==> config.mk <==
export PLATFORM = sky130hd
export DESIGN_NAME = gate_identifier
export DESIGN_NICKNAME = d
export VERILOG_FILES = /design/src/rtl/gate_identifier.sv
export SDC_FILE = /design/constraint.sdc
export NUM_CORES = 1
export LEC_CHECK = 0
export CORE_MARGIN = 2
export CORE_UTILIZATION = 40
export CTS_BUF_LIST = sky130_fd_sc_hd__clkbuf_8
export DETAILED_ROUTE_END_ITERATION = 16
export MAX_ROUTING_LAYER = met4
export PLACE_DENSITY = 0.61
export RECOVER_POWER = 50
export SYNTH_ARGS = -nofsm -noshare
export SYNTH_HDL_FRONTEND = slang
export SYNTH_SLANG_ARGS = --single-unit
==> constraint.sdc <==
create_clock -name clk -period 3 [get_ports clk]
set_clock_uncertainty 0.15 [all_clocks]
set_input_delay 0.6 -clock clk [delete_from_list [all_inputs] [get_ports clk]]
set_output_delay 0.6 -clock clk [all_outputs]
set_load 0.05 [all_outputs]
==> src/rtl/gate_identifier.sv <==
// Two-input gate identifier: drives every {A,B} combination into the gate under
// test, captures its truth table and decodes it to a gate code.
module gate_identifier #(
  parameter int unsigned SETTLE_CYCLES = 2
) (
  input  logic       clk,
  input  logic       rst,
  input  logic       start,
  input  logic       gate_out,
  output logic       drv_a,
  output logic       drv_b,
  output logic       busy,
  output logic       done,
  output logic [3:0] truth_table,
  output logic [3:0] gate_id
);

  typedef enum logic [1:0] {IDLE, DRIVE, DECODE} state_t;

  localparam logic [7:0] SETTLE = 8'(SETTLE_CYCLES);

  state_t     state_q, state_d;
  logic [1:0] idx_q, idx_d;
  logic [7:0] cnt_q, cnt_d;
  logic [3:0] shadow_q, shadow_d;
  logic       drv_a_q, drv_a_d;
  logic       drv_b_q, drv_b_d;
  logic       busy_q, busy_d;
  logic       done_q, done_d;
  logic [3:0] tt_q, tt_d;
  logic [3:0] id_q, id_d;

  // Table bits are f(11) f(10) f(01) f(00); constants and unlisted patterns map to 0.
  function automatic logic [3:0] decode(input logic [3:0] tt);
    case (tt)
      4'b1000: decode = 4'd1;
      4'b0111: decode = 4'd2;
      4'b1110: decode = 4'd3;
      4'b0001: decode = 4'd4;
      4'b0110: decode = 4'd5;
      4'b1001: decode = 4'd6;
      4'b0011: decode = 4'd7;
      4'b0101: decode = 4'd8;
      default: decode = 4'd0;
    endcase
  endfunction

  always_comb begin
    state_d  = state_q;
    idx_d    = idx_q;
    cnt_d    = cnt_q;
    shadow_d = shadow_q;
    drv_a_d  = drv_a_q;
    drv_b_d  = drv_b_q;
    busy_d   = busy_q;
    done_d   = 1'b0;
    tt_d     = tt_q;
    id_d     = id_q;
    case (state_q)
      IDLE: begin
        drv_a_d = 1'b0;
        drv_b_d = 1'b0;
        if (start) begin
          state_d = DRIVE;
          idx_d   = 2'd0;
          cnt_d   = SETTLE;
          busy_d  = 1'b1;
        end
      end
      DRIVE: begin
        if (cnt_q != 8'd0) begin
          cnt_d = cnt_q - 8'd1;
        end else begin
          shadow_d[idx_q] = gate_out;
          if (idx_q != 2'd3) begin
            idx_d              = idx_q + 2'd1;
            cnt_d              = SETTLE;
            {drv_a_d, drv_b_d} = idx_q + 2'd1;
          end else begin
            state_d = DECODE;
          end
        end
      end
      DECODE: begin
        tt_d    = shadow_q;
        id_d    = decode(shadow_q);
        done_d  = 1'b1;
        busy_d  = 1'b0;
        drv_a_d = 1'b0;
        drv_b_d = 1'b0;
        idx_d   = 2'd0;
        state_d = IDLE;
      end
      default: state_d = IDLE;
    endcase
  end

  always_ff @(posedge clk or posedge rst) begin
    if (rst) begin
      state_q  <= IDLE;
      idx_q    <= '0;
      cnt_q    <= '0;
      shadow_q <= '0;
      drv_a_q  <= 1'b0;
      drv_b_q  <= 1'b0;
      busy_q   <= 1'b0;
      done_q   <= 1'b0;
      tt_q     <= '0;
      id_q     <= '0;
    end else begin
      state_q  <= state_d;
      idx_q    <= idx_d;
      cnt_q    <= cnt_d;
      shadow_q <= shadow_d;
      drv_a_q  <= drv_a_d;
      drv_b_q  <= drv_b_d;
      busy_q   <= busy_d;
      done_q   <= done_d;
      tt_q     <= tt_d;
      id_q     <= id_d;
    end
  end

  assign drv_a       = drv_a_q;
  assign drv_b       = drv_b_q;
  assign busy        = busy_q;
  assign done        = done_q;
  assign truth_table = tt_q;
  assign gate_id     = id_q;

endmodule

==> results of run 1 <==
kinds of logic (layout without fill, tap and decap cells):
logic type / count (synthesis) / in the layout / synth area share (%)
fa+ha+maj: 6 / 6 / 5.36
buf+inv: 15 / 33 / 4.02
compound gates: 36 / 36 / 16.0
simple gates: 48 / 48 / 19.8
mux: 6 / 6 / 4.74
flops: 28 / 28 / 50.0
worst register-to-register path: cells and delay by family, from the launching register on:
| kind | cells | cell delay, ps |
|---|---|---|
| AOI/OAI and AO/OA | 2 | 460 |
| adders and majority gates | 1 | 160 |
| buffers and inverters | 1 | 90 |
| DFF | 1 | 420 |
| and+or+nand+nor | 2 | 740 |
layout make-up:
| class | count | area share, % |
|---|---|---|
| Clock inverter | 1 | 1.79 |
| Tap cell | 46 | 3.44 |
| Multi-Input combinational cell | 96 | 38.4 |
| Inverter | 13 | 2.91 |
| Sequential cell | 28 | 41.8 |
| Clock buffer | 3 | 2.46 |
| Timing Repair Buffer | 16 | 9.19 |
synthesized netlist by cell type (all sizes together), types with 2 or more instances:
master | n | area share (%)
a21oi | 9 | 3.2
a22oi | 2 | 1.1
a31oi | 2 | 0.89
a32o | 2 | 1.4
clkbuf | 2 | 0.54
dfrtp | 28 | 50
ha | 6 | 5.4
inv | 13 | 3.5
mux2 | 5 | 4.0
nand2 | 17 | 4.6
nand2b | 4 | 1.8
nand4 | 4 | 1.8
nor2 | 6 | 1.6
nor2b | 3 | 1.3
nor3 | 2 | 1.5
nor4 | 2 | 1.8
o21ai | 14 | 5.0
o41ai | 2 | 1.3
or3 | 3 | 1.3
or3b | 2 | 1.3
or4 | 2 | 1.3
metal layers:
layer	vias up	share of wire, %	routed length, um
met3	2	2.6	68
met2	13	49	1280
met5	-	0	0
met1	502	48	1260
li1	531	-	-
met4	0	0.87	23
cells in the final DEF (no fill, tap or decap), types with 2 or more instances in the layout:
master,instances
dfrtp_1,28
nand2_1,17
clkdlybuf4s50_1,15
o21ai_0,14
inv_1,13
a21oi_1,9
nor2_1,6
ha_1,6
nand4_1,4
nand2b_1,4
nor2b_1,3
or3_1,3
mux2_1,3
clkbuf_8,3
nor4_2,2
a31oi_1,2
o41ai_1,2
or3b_2,2
a22oi_1,2
a32o_1,2
mux2_2,2
stage by stage:
step | util, % | cell area (sq um)
6_report | 50.2 | 1680
2_1_floorplan | - | 1400
3_3_place_gp | 48.2 | 1610
3_5_place_dp | 48.2 | 1610
4_1_cts | 50.3 | 1680
5_1_grt | 50.2 | 1680
where the power goes:
| group | switching [mW] | total, mW | internal, mW | leakage (nW) |
|---|---|---|---|---|
| combinational | 0.276 | 0.488 | 0.211 | 0.346 |
| clock | 0.118 | 0.296 | 0.179 | 0.0357 |
| sequential | 0.131 | 0.612 | 0.481 | 0.350 |
| total | 0.525 | 1.40 | 0.871 | 0.732 |
state kept, by name, summed over array words and instances (netlist names):
| signal | cells |
|---|---|
| drv_a | 1 |
| cnt_q | 8 |
| state_q | 2 |
| done | 1 |
| idx_q | 2 |
| shadow_q | 4 |
| gate_id | 4 |
| busy | 1 |
| drv_b | 1 |
| truth_table | 4 |
path summary, 6_finish.rpt:
check | from | end | slack, ps | cells past startpoint
min reg2reg | gate_id[3]$_DFFE_PP0P_ | gate_id[3]$_DFFE_PP0P_ | 340 | 2
max | truth_table[1]$_DFFE_PP0P_ | truth_table[1] | 810 | 1
min in group asynchronous | rst | truth_table[1]$_DFFE_PP0P_ | 970 | 3
max in group asynchronous | rst | cnt_q[3]$_DFFE_PP0P_ | 880 | 3
max reg2reg | cnt_q[0]$_DFFE_PP0P_ | idx_q[1]$_DFFE_PP0P_ | 880 | 6
min | gate_id[3]$_DFFE_PP0P_ | gate_id[3]$_DFFE_PP0P_ | 340 | 2
==> impl_metrics.toml, run 1 <==
[status]
status = "finished clean"

[synthesis]
ys_warn_count = 0
synthArstFlopShare_pct = 100
synth_seq_area_share_pct = 50.0
ys_types = 33
synth_nets = 149
syn_area_per_cell_sq_um = 10.1
syn_area_sq_um = 1400
ys.flop_type = "dfrtp_1"
synth_edf_count = 0
ys_ff_latch = 28
synth_cells = 139

[sta]
fin_ws_ps = 806
worstMarginPinSlew_ps = 1460
hold_viol = 0
max_freq_ghz = 0.456
relSlewSlack_pct = 2.85
setup_viol = 0
rsz0062_at_grt = "false"
hold_ws_ps = 340
finalCriticalPeriod_ps = 2190
layout_worst_path_cycle_share_pct = 73.1
drv_slew = 0
tns_ps = 0

[setup_path]
cp_slowest_cell = "clkdlybuf4s50_1"
cp-end-kind = "output port"
worst_ep_required_time_ps = 2250
max_stage_delay_ps = 800
worstPathMaxFanout = 2
path_cells = "clkdlybuf4s50_1"
critPathBufInv = 1
crit_type = "flip-flop to output port"
cp.arrival_ps = 1440
crit_family = "buffers and inverters"
cp-start-kind = "flip-flop"

[clock_tree]
numCtsBuffers = 3
cts_hold_buffers = 0
cts_tree = "built"
clkTransAtPathRegs_ps = 100
insertion_delay_ps = 270
cts_setup_buffers = 0
cts_root_buf = "clkbuf_8"
cts_buffer_depth = 2
cts_resized = 0
numClockSinks = 28
cts.htree.levels = 1

[final_layout]
nNetsFinal = 168
drive_gt1_share_pct = 7.64
antenna_cells = 0
multi_input_area_sq_um = 643
regArea_sq_um = 701
areaGrowthSynthToFinish_pct = 19.7
final_cell_count_no_fill = 203
final.fill_count = 319

[place]
dp_cells = 199
dp_hpwl_um = 1900
io_buffers = 15
globalplace.congestion = 0.830
pre_cts_slack_ps = 524

[die]
start_util_pct = 42.0
pin_count = 16
core_region_area_sq_um = 3340
die_w_um = 63.2
dieArea_sq_um = 3990
die_y_um = 63.2
rows = 21

[route]
avgRoutedWirePerCell_um = 13.0
ant_nets = 0
totalWireLength_um = 2630
drtIter0Drc = 34
via_per_inst = 5.16
vias = 1048
drcViolationCount = 0
drtPass1Iterations = 4

[worst_hold_path]
min_path_type = "flip-flop to flip-flop"

[global_routing]
grt_first_pass_wirelength_um = 4820
met3_usage_pct = 2.14
grt.busiest_layer = "met2"
first_global_vias = 1061
use_met2_pct = 26.1
grt_usage_pct = 15.6
grt.overflow.total = 0
grt_max_degree = 29
gr-usage-met1_pct = 19.2
antenna_found_initial = 0

[run]
cap_violations = 0

[pwr]
total_power_mw = 1.40
irDropWorstVdd_mv = 0.362
powerDensity_nw_per_um2 = 833
p_leak_nw = 0.732
No activity file was read; power rests on OpenSTA's default activity.
==> inputs of run 2 (changes only) <==
==> constraint.sdc (replaced) <==
create_clock -name clk -period 2.3 [get_ports clk]
set_clock_uncertainty 0.15 [all_clocks]
set_input_delay 0.46 -clock clk [delete_from_list [all_inputs] [get_ports clk]]
set_output_delay 0.46 -clock clk [all_outputs]
set_load 0.05 [all_outputs]
==> run 2 against run 1 <==
Global-route usage is 0.61 points lower; register-to-register slack worse by 680 ps; first-iteration DRC count is 50% higher; sequential share of layout area is 0.77 points lower; hold slack worse by 3.0 ps; non-clock buffer count is 4 higher; cell area is 1.9% higher; count of clock-buffer cells in the layout stayed put; sequential power is 30% higher; core utilization is 0.94 points higher; critical endpoint is now shadow_q[2]$_DFFE_PP0P_; largest cell class unchanged.
==> impl_metrics.toml, run 2 (synthesized netlist as in run 1, its figures left out) <==
[setup_path]
max_stage_delay_ps = 510
cp.arrival_ps = 2120
crit_family = "simple AND/OR/NAND/NOR gates"
worstPathMaxFanout = 4
reg2reg_to = "shadow_q[2]$_DFFE_PP0P_"
crit_type = "flip-flop to flip-flop"
cp-start-kind = "flip-flop"
r2r_cells = 6
cp-end-kind = "flip-flop"
r2r-start = "cnt_q[0]$_DFFE_PP0P_"
rrSetupSlack_ps = 200
worst_ep_required_time_ps = 2320
cp_slowest_cell = "or3b_2"
path_cells = "inv_1, ha_1, or3b_2, nor3_4, nand2_1, mux2_1"
critPathBufInv = 1

[place]
globalplace.congestion = 0.830
dp_hpwl_um = 1930
io_buffers = 15

[global_routing]
first_global_vias = 1034
antenna_found_initial = 0
grt_usage_pct = 15.0
grt.overflow.total = 0
grt_first_pass_wirelength_um = 4530
grt_max_degree = 29

[die]
rows = 21
die_y_um = 63.2
pin_count = 16
core_region_area_sq_um = 3340
start_util_pct = 42.0
die_w_um = 63.2
dieArea_sq_um = 3990

[final_layout]
areaGrowthSynthToFinish_pct = 21.9
final.fill_count = 316
regArea_sq_um = 701
nNetsFinal = 172
regMostFlops = "cnt_q"
final_cell_mix = "28 x dfrtp_1, 17 x nand2_1, 14 x o21ai_0, 14 x clkdlybuf4s50_1, 13 x inv_1"
antenna_cells = 0
multi_input_area_sq_um = 643
drive_gt1_share_pct = 10.6
largest_register_ffs = 8
final_common_cell = "dfrtp_1"

[clock_tree]
cts.htree.levels = 1
cts_buffer_depth = 2
insertion_delay_ps = 280
cts_root_buf = "clkbuf_8"
cts_resized = 0
numCtsBuffers = 3
cts_setup_buffers = 0
clkTransAtPathRegs_ps = 100
cts_hold_buffers = 0
cts_tree = "built"
numClockSinks = 28

[pwr]
irDropWorstVdd_mv = 0.606
p_leak_nw = 0.755
total_power_mw = 1.83
powerDensity_nw_per_um2 = 1070

[route]
via_per_inst = 5.23
wl_met3_um = 62
m1WireLength_um = 1290
vias = 1083
avgRoutedWirePerCell_um = 12.5
totalWireLength_um = 2580
wl_met2_um = 1190
drcViolationCount = 0
top_layer_used = "met4"
ant_nets = 0
drtIter0Drc = 51
drtPass1Iterations = 4

[worst_hold_path]
min_path_type = "flip-flop to flip-flop"
min_to = "gate_id[1]$_DFFE_PP0P_"
hold_path_depth = 2
hold_start = "gate_id[1]$_DFFE_PP0P_"

[run]
cap_violations = 0

[sta]
finalCriticalPeriod_ps = 2100
relSlewSlack_pct = 53.3
drv_slew = 0
setup_viol = 0
max_freq_ghz = 0.476
hold_viol = 0
rsz0062_at_grt = "false"
tns_ps = 0
worstMarginPinSlew_ps = 701
layout_worst_path_cycle_share_pct = 91.3

[status]
status = "finished clean"
[run 2: cell types whose count changed in the layout (fill, tap and decap cells not counted), sizes merged]
cell / change
dlygate4sd3: +1
clkdlybuf4s50: -1
buf: +4
[run 2: where the power goes]
group          internal (mW)  leakage [nW]  switching, mW
logic                  0.285         0.369          0.358
clock network          0.233        0.0357          0.159
registers              0.628         0.350          0.166
total                   1.15         0.755          0.682
[run 2: metal layers]
layer  global-route usage (%)  up-vias
met2                     24.3       14
met4                     5.83        0
met1                     18.5      522
li1                         -      542
met5                        -        -
met3                     2.86        5
[run 2: area by class of cell]
cell class	count	share of cell area (%)
tap	46	3.37
timing repair buffer	20	10.9
multi-input combinational	96	37.7
clock inverter	1	1.76
sequential	28	41.1
inverter	13	2.86
clock buffer	3	2.42
[run 2: worst max-delay path by stage]
stage,from,to,cells after the start
floorplan,cnt_q[0]$_DFFE_PP0P_,shadow_q[0]$_DFFE_PP0P_,6
global placement,start,cnt_q[7]$_DFFE_PP0P_,5
detailed placement,start,cnt_q[6]$_DFFE_PP0P_,6
CTS,cnt_q[0]$_DFFE_PP0P_,shadow_q[2]$_DFFE_PP0P_,6
global route,cnt_q[1]$_DFFE_PP0P_,shadow_q[2]$_DFFE_PP0P_,6
finish,cnt_q[0]$_DFFE_PP0P_,shadow_q[2]$_DFFE_PP0P_,6
[run 2: worst register-to-register path: cells and delay by family (launching register included)]
kind	cells	cell delay (ps)
simple gates	3	850
flops	1	420
mux	1	320
fa+ha+maj	1	170
buf+inv	1	90
[run 2: per-stage QoR]
step / hold WS (ps) / cells / setup slack, ps / utilization, % / area [sq um]
2_1_floorplan: 320 / 139 / 358 / - / 1400
3_3_place_gp: 314 / 203 / 175 / 49.1 / 1640
3_5_place_dp: 321 / 203 / 119 / 49.1 / 1640
4_1_cts: 345 / 207 / 186 / 51.2 / 1710
5_1_grt: 388 / 207 / 88.4 / 51.1 / 1710
6_report: 337 / 207 / 201 / 51.1 / 1710
==> inputs of run 3 (changes only) <==
--- a/config.mk
+++ b/config.mk
@@ -5,6 +5,7 @@
 export SDC_FILE = /design/constraint.sdc
 export NUM_CORES = 1
 export LEC_CHECK = 0
+export CAP_MARGIN = 20
 export CORE_MARGIN = 2
 export CORE_UTILIZATION = 40
 export CTS_BUF_LIST = sky130_fd_sc_hd__clkbuf_8
@@ -12,6 +13,7 @@
 export MAX_ROUTING_LAYER = met4
 export PLACE_DENSITY = 0.61
 export RECOVER_POWER = 50
+export SETUP_SLACK_MARGIN = 0.05
 export SYNTH_ARGS = -nofsm -noshare
 export SYNTH_HDL_FRONTEND = slang
 export SYNTH_SLANG_ARGS = --single-unit
==> constraint.sdc (replaced) <==
create_clock -name clk -period 2.6 [get_ports clk]
set_clock_uncertainty 0.15 [all_clocks]
set_input_delay 0.52 -clock clk [delete_from_list [all_inputs] [get_ports clk]]
set_output_delay 0.52 -clock clk [all_outputs]
set_load 0.05 [all_outputs]
==> run 3 against run 2 <==
Sequential share of layout area increased by 1.2 points; largest power group unchanged; hold slack lost 2.4 ps; highest routed layer unchanged; critical endpoint is now truth_table[1]; clock power down 33%.
==> impl_metrics.toml, run 3 (synthesized netlist as in run 1, its figures left out) <==
[clock_tree]
insertion_delay_ps = 270
cts_resized = 0
cts_tree = "built"
numCtsBuffers = 3
cts_hold_buffers = 0
cts_setup_buffers = 0
numClockSinks = 28
cts_root_buf = "clkbuf_8"
clkTransAtPathRegs_ps = 90
cts.htree.levels = 1
cts_buffer_depth = 2

[pwr]
clockPowerShare_pct = 17.4
seqPwrFrac_pct = 46.1
p_sw_uw = 586
intPower_uw = 934
combPwrFrac_pct = 36.6
switching_share_pct = 38.6
p_leak_nw = 0.725
irDropWorstVdd_mv = 0.397
powerDensity_nw_per_um2 = 917

[setup_path]
path_cells = "clkdlybuf4s50_1"
reg2reg_to = "idx_q[1]$_DFFE_PP0P_"
rrSetupSlack_ps = 510
r2r-start = "cnt_q[0]$_DFFE_PP0P_"
max_stage_delay_ps = 800
critPathBufInv = 1
startpoint = "truth_table[1]$_DFFE_PP0P_"
cp_slowest_cell = "clkdlybuf4s50_1"
cp-start-kind = "flip-flop"
crit_end = "truth_table[1]"
worst_ep_required_time_ps = 1930
cp-end-kind = "output port"
cp_num_cells = 1
crit_family = "buffers and inverters"
crit_type = "flip-flop to output port"
cp.arrival_ps = 1440
r2r_cells = 6
worstPathMaxFanout = 2

[final_layout]
antenna_cells = 0
areaGrowthSynthToFinish_pct = 18.5
regMostFlops = "cnt_q"
final_cell_mix = "28 x dfrtp_1, 17 x nand2_1, 15 x clkdlybuf4s50_1"
final_cell_count_no_fill = 203
final.fill_count = 327
drive_gt1_share_pct = 7.64
final_common_cell = "dfrtp_1"
nNetsFinal = 168
largest_register_ffs = 8
stdcell_area_sq_um = 1660

[global_routing]
grt_first_pass_wirelength_um = 4510
first_global_vias = 1011
grt.overflow.total = 0
grt_max_degree = 29
grt_usage_pct = 14.8
antenna_found_initial = 0

[sta]
rsz0062_at_grt = "false"
finalCriticalPeriod_ps = 2110
hold_viol = 0
tns_ps = 0
relSlewSlack_pct = 3.69
setup_viol = 0
fin_ws_ps = 494
worstMarginPinSlew_ps = 1440
max_freq_ghz = 0.475
layout_worst_path_cycle_share_pct = 81.0
drv_slew = 0

[die]
core_region_area_sq_um = 3340
die_w_um = 63.2
start_util_pct = 42.0
dieArea_sq_um = 3990
rows = 21
pin_count = 16
die_y_um = 63.2

[route]
drcViolationCount = 0
drtPass1Iterations = 4
wl_met3_um = 54
ant_nets = 0
totalWireLength_um = 2470
m1WireLength_um = 1170
vias = 1049
via_per_inst = 5.17
wl_met2_um = 1230
drtIter0Drc = 29
top_layer_used = "met4"
avgRoutedWirePerCell_um = 12.2

[status]
status = "finished clean"

[place]
globalplace.congestion = 0.832
pre_cts_slack_ps = 216
io_buffers = 15
dpl_cell_area_sq_um = 1610
dp_hpwl_um = 1900
dp_cells = 199

[worst_hold_path]
min_path_type = "flip-flop to flip-flop"

[run]
cap_violations = 0
[run 3: worst min-delay path by stage]
stage                                from                    endpoint  slack, ps  cells after the start
2_1_floorplan        cnt_q[0]$_DFFE_PP0P_        cnt_q[0]$_DFFE_PP0P_        320                      1
3_3_place_gp   truth_table[3]$_DFFE_PP0P_  truth_table[3]$_DFFE_PP0P_        310                      2
3_5_place_dp   truth_table[3]$_DFFE_PP0P_  truth_table[3]$_DFFE_PP0P_        320                      2
4_1_cts        truth_table[3]$_DFFE_PP0P_  truth_table[3]$_DFFE_PP0P_        340                      2
5_1_grt            gate_id[0]$_DFFE_PP0P_      gate_id[0]$_DFFE_PP0P_        380                      2
6_report       truth_table[3]$_DFFE_PP0P_  truth_table[3]$_DFFE_PP0P_        330                      2
[run 3: area by class of cell]
class | count | area, sq um | area share, %
Timing Repair Buffer | 16 | 154 | 9.28
Sequential cell | 28 | 701 | 42.2
Inverter | 13 | 48.8 | 2.94
Tap cell | 46 | 57.6 | 3.47
Multi-Input combinational cell | 96 | 643 | 38.8
Clock buffer | 4 | 55.1 | 3.32
[run 3: layer usage]
metal	up-vias	global-route usage (%)
met5	-	-
met4	0	5.83
met3	2	2.14
met2	13	24.3
met1	501	18.3
li1	533	-
[run 3: stage by stage]
stage | util [%] | hold WS [ps] | power (mW)
6_report | 49.7 | 335 | 1.52
4_1_cts | 49.8 | 342 | 1.54
2_1_floorplan | - | 320 | 1.12
3_3_place_gp | 48.2 | 313 | 1.25
5_1_grt | 49.7 | 382 | 1.65
3_5_place_dp | 48.2 | 319 | 1.27
[run 3: power by group through the flow]
stage	registers, mW	logic (mW)	clock network (mW)
CTS	0.700	0.565	0.276
detailed placement	0.708	0.564	0
global route	0.728	0.635	0.292
global placement	0.706	0.547	0
finish	0.701	0.556	0.264
floorplan	0.723	0.397	0
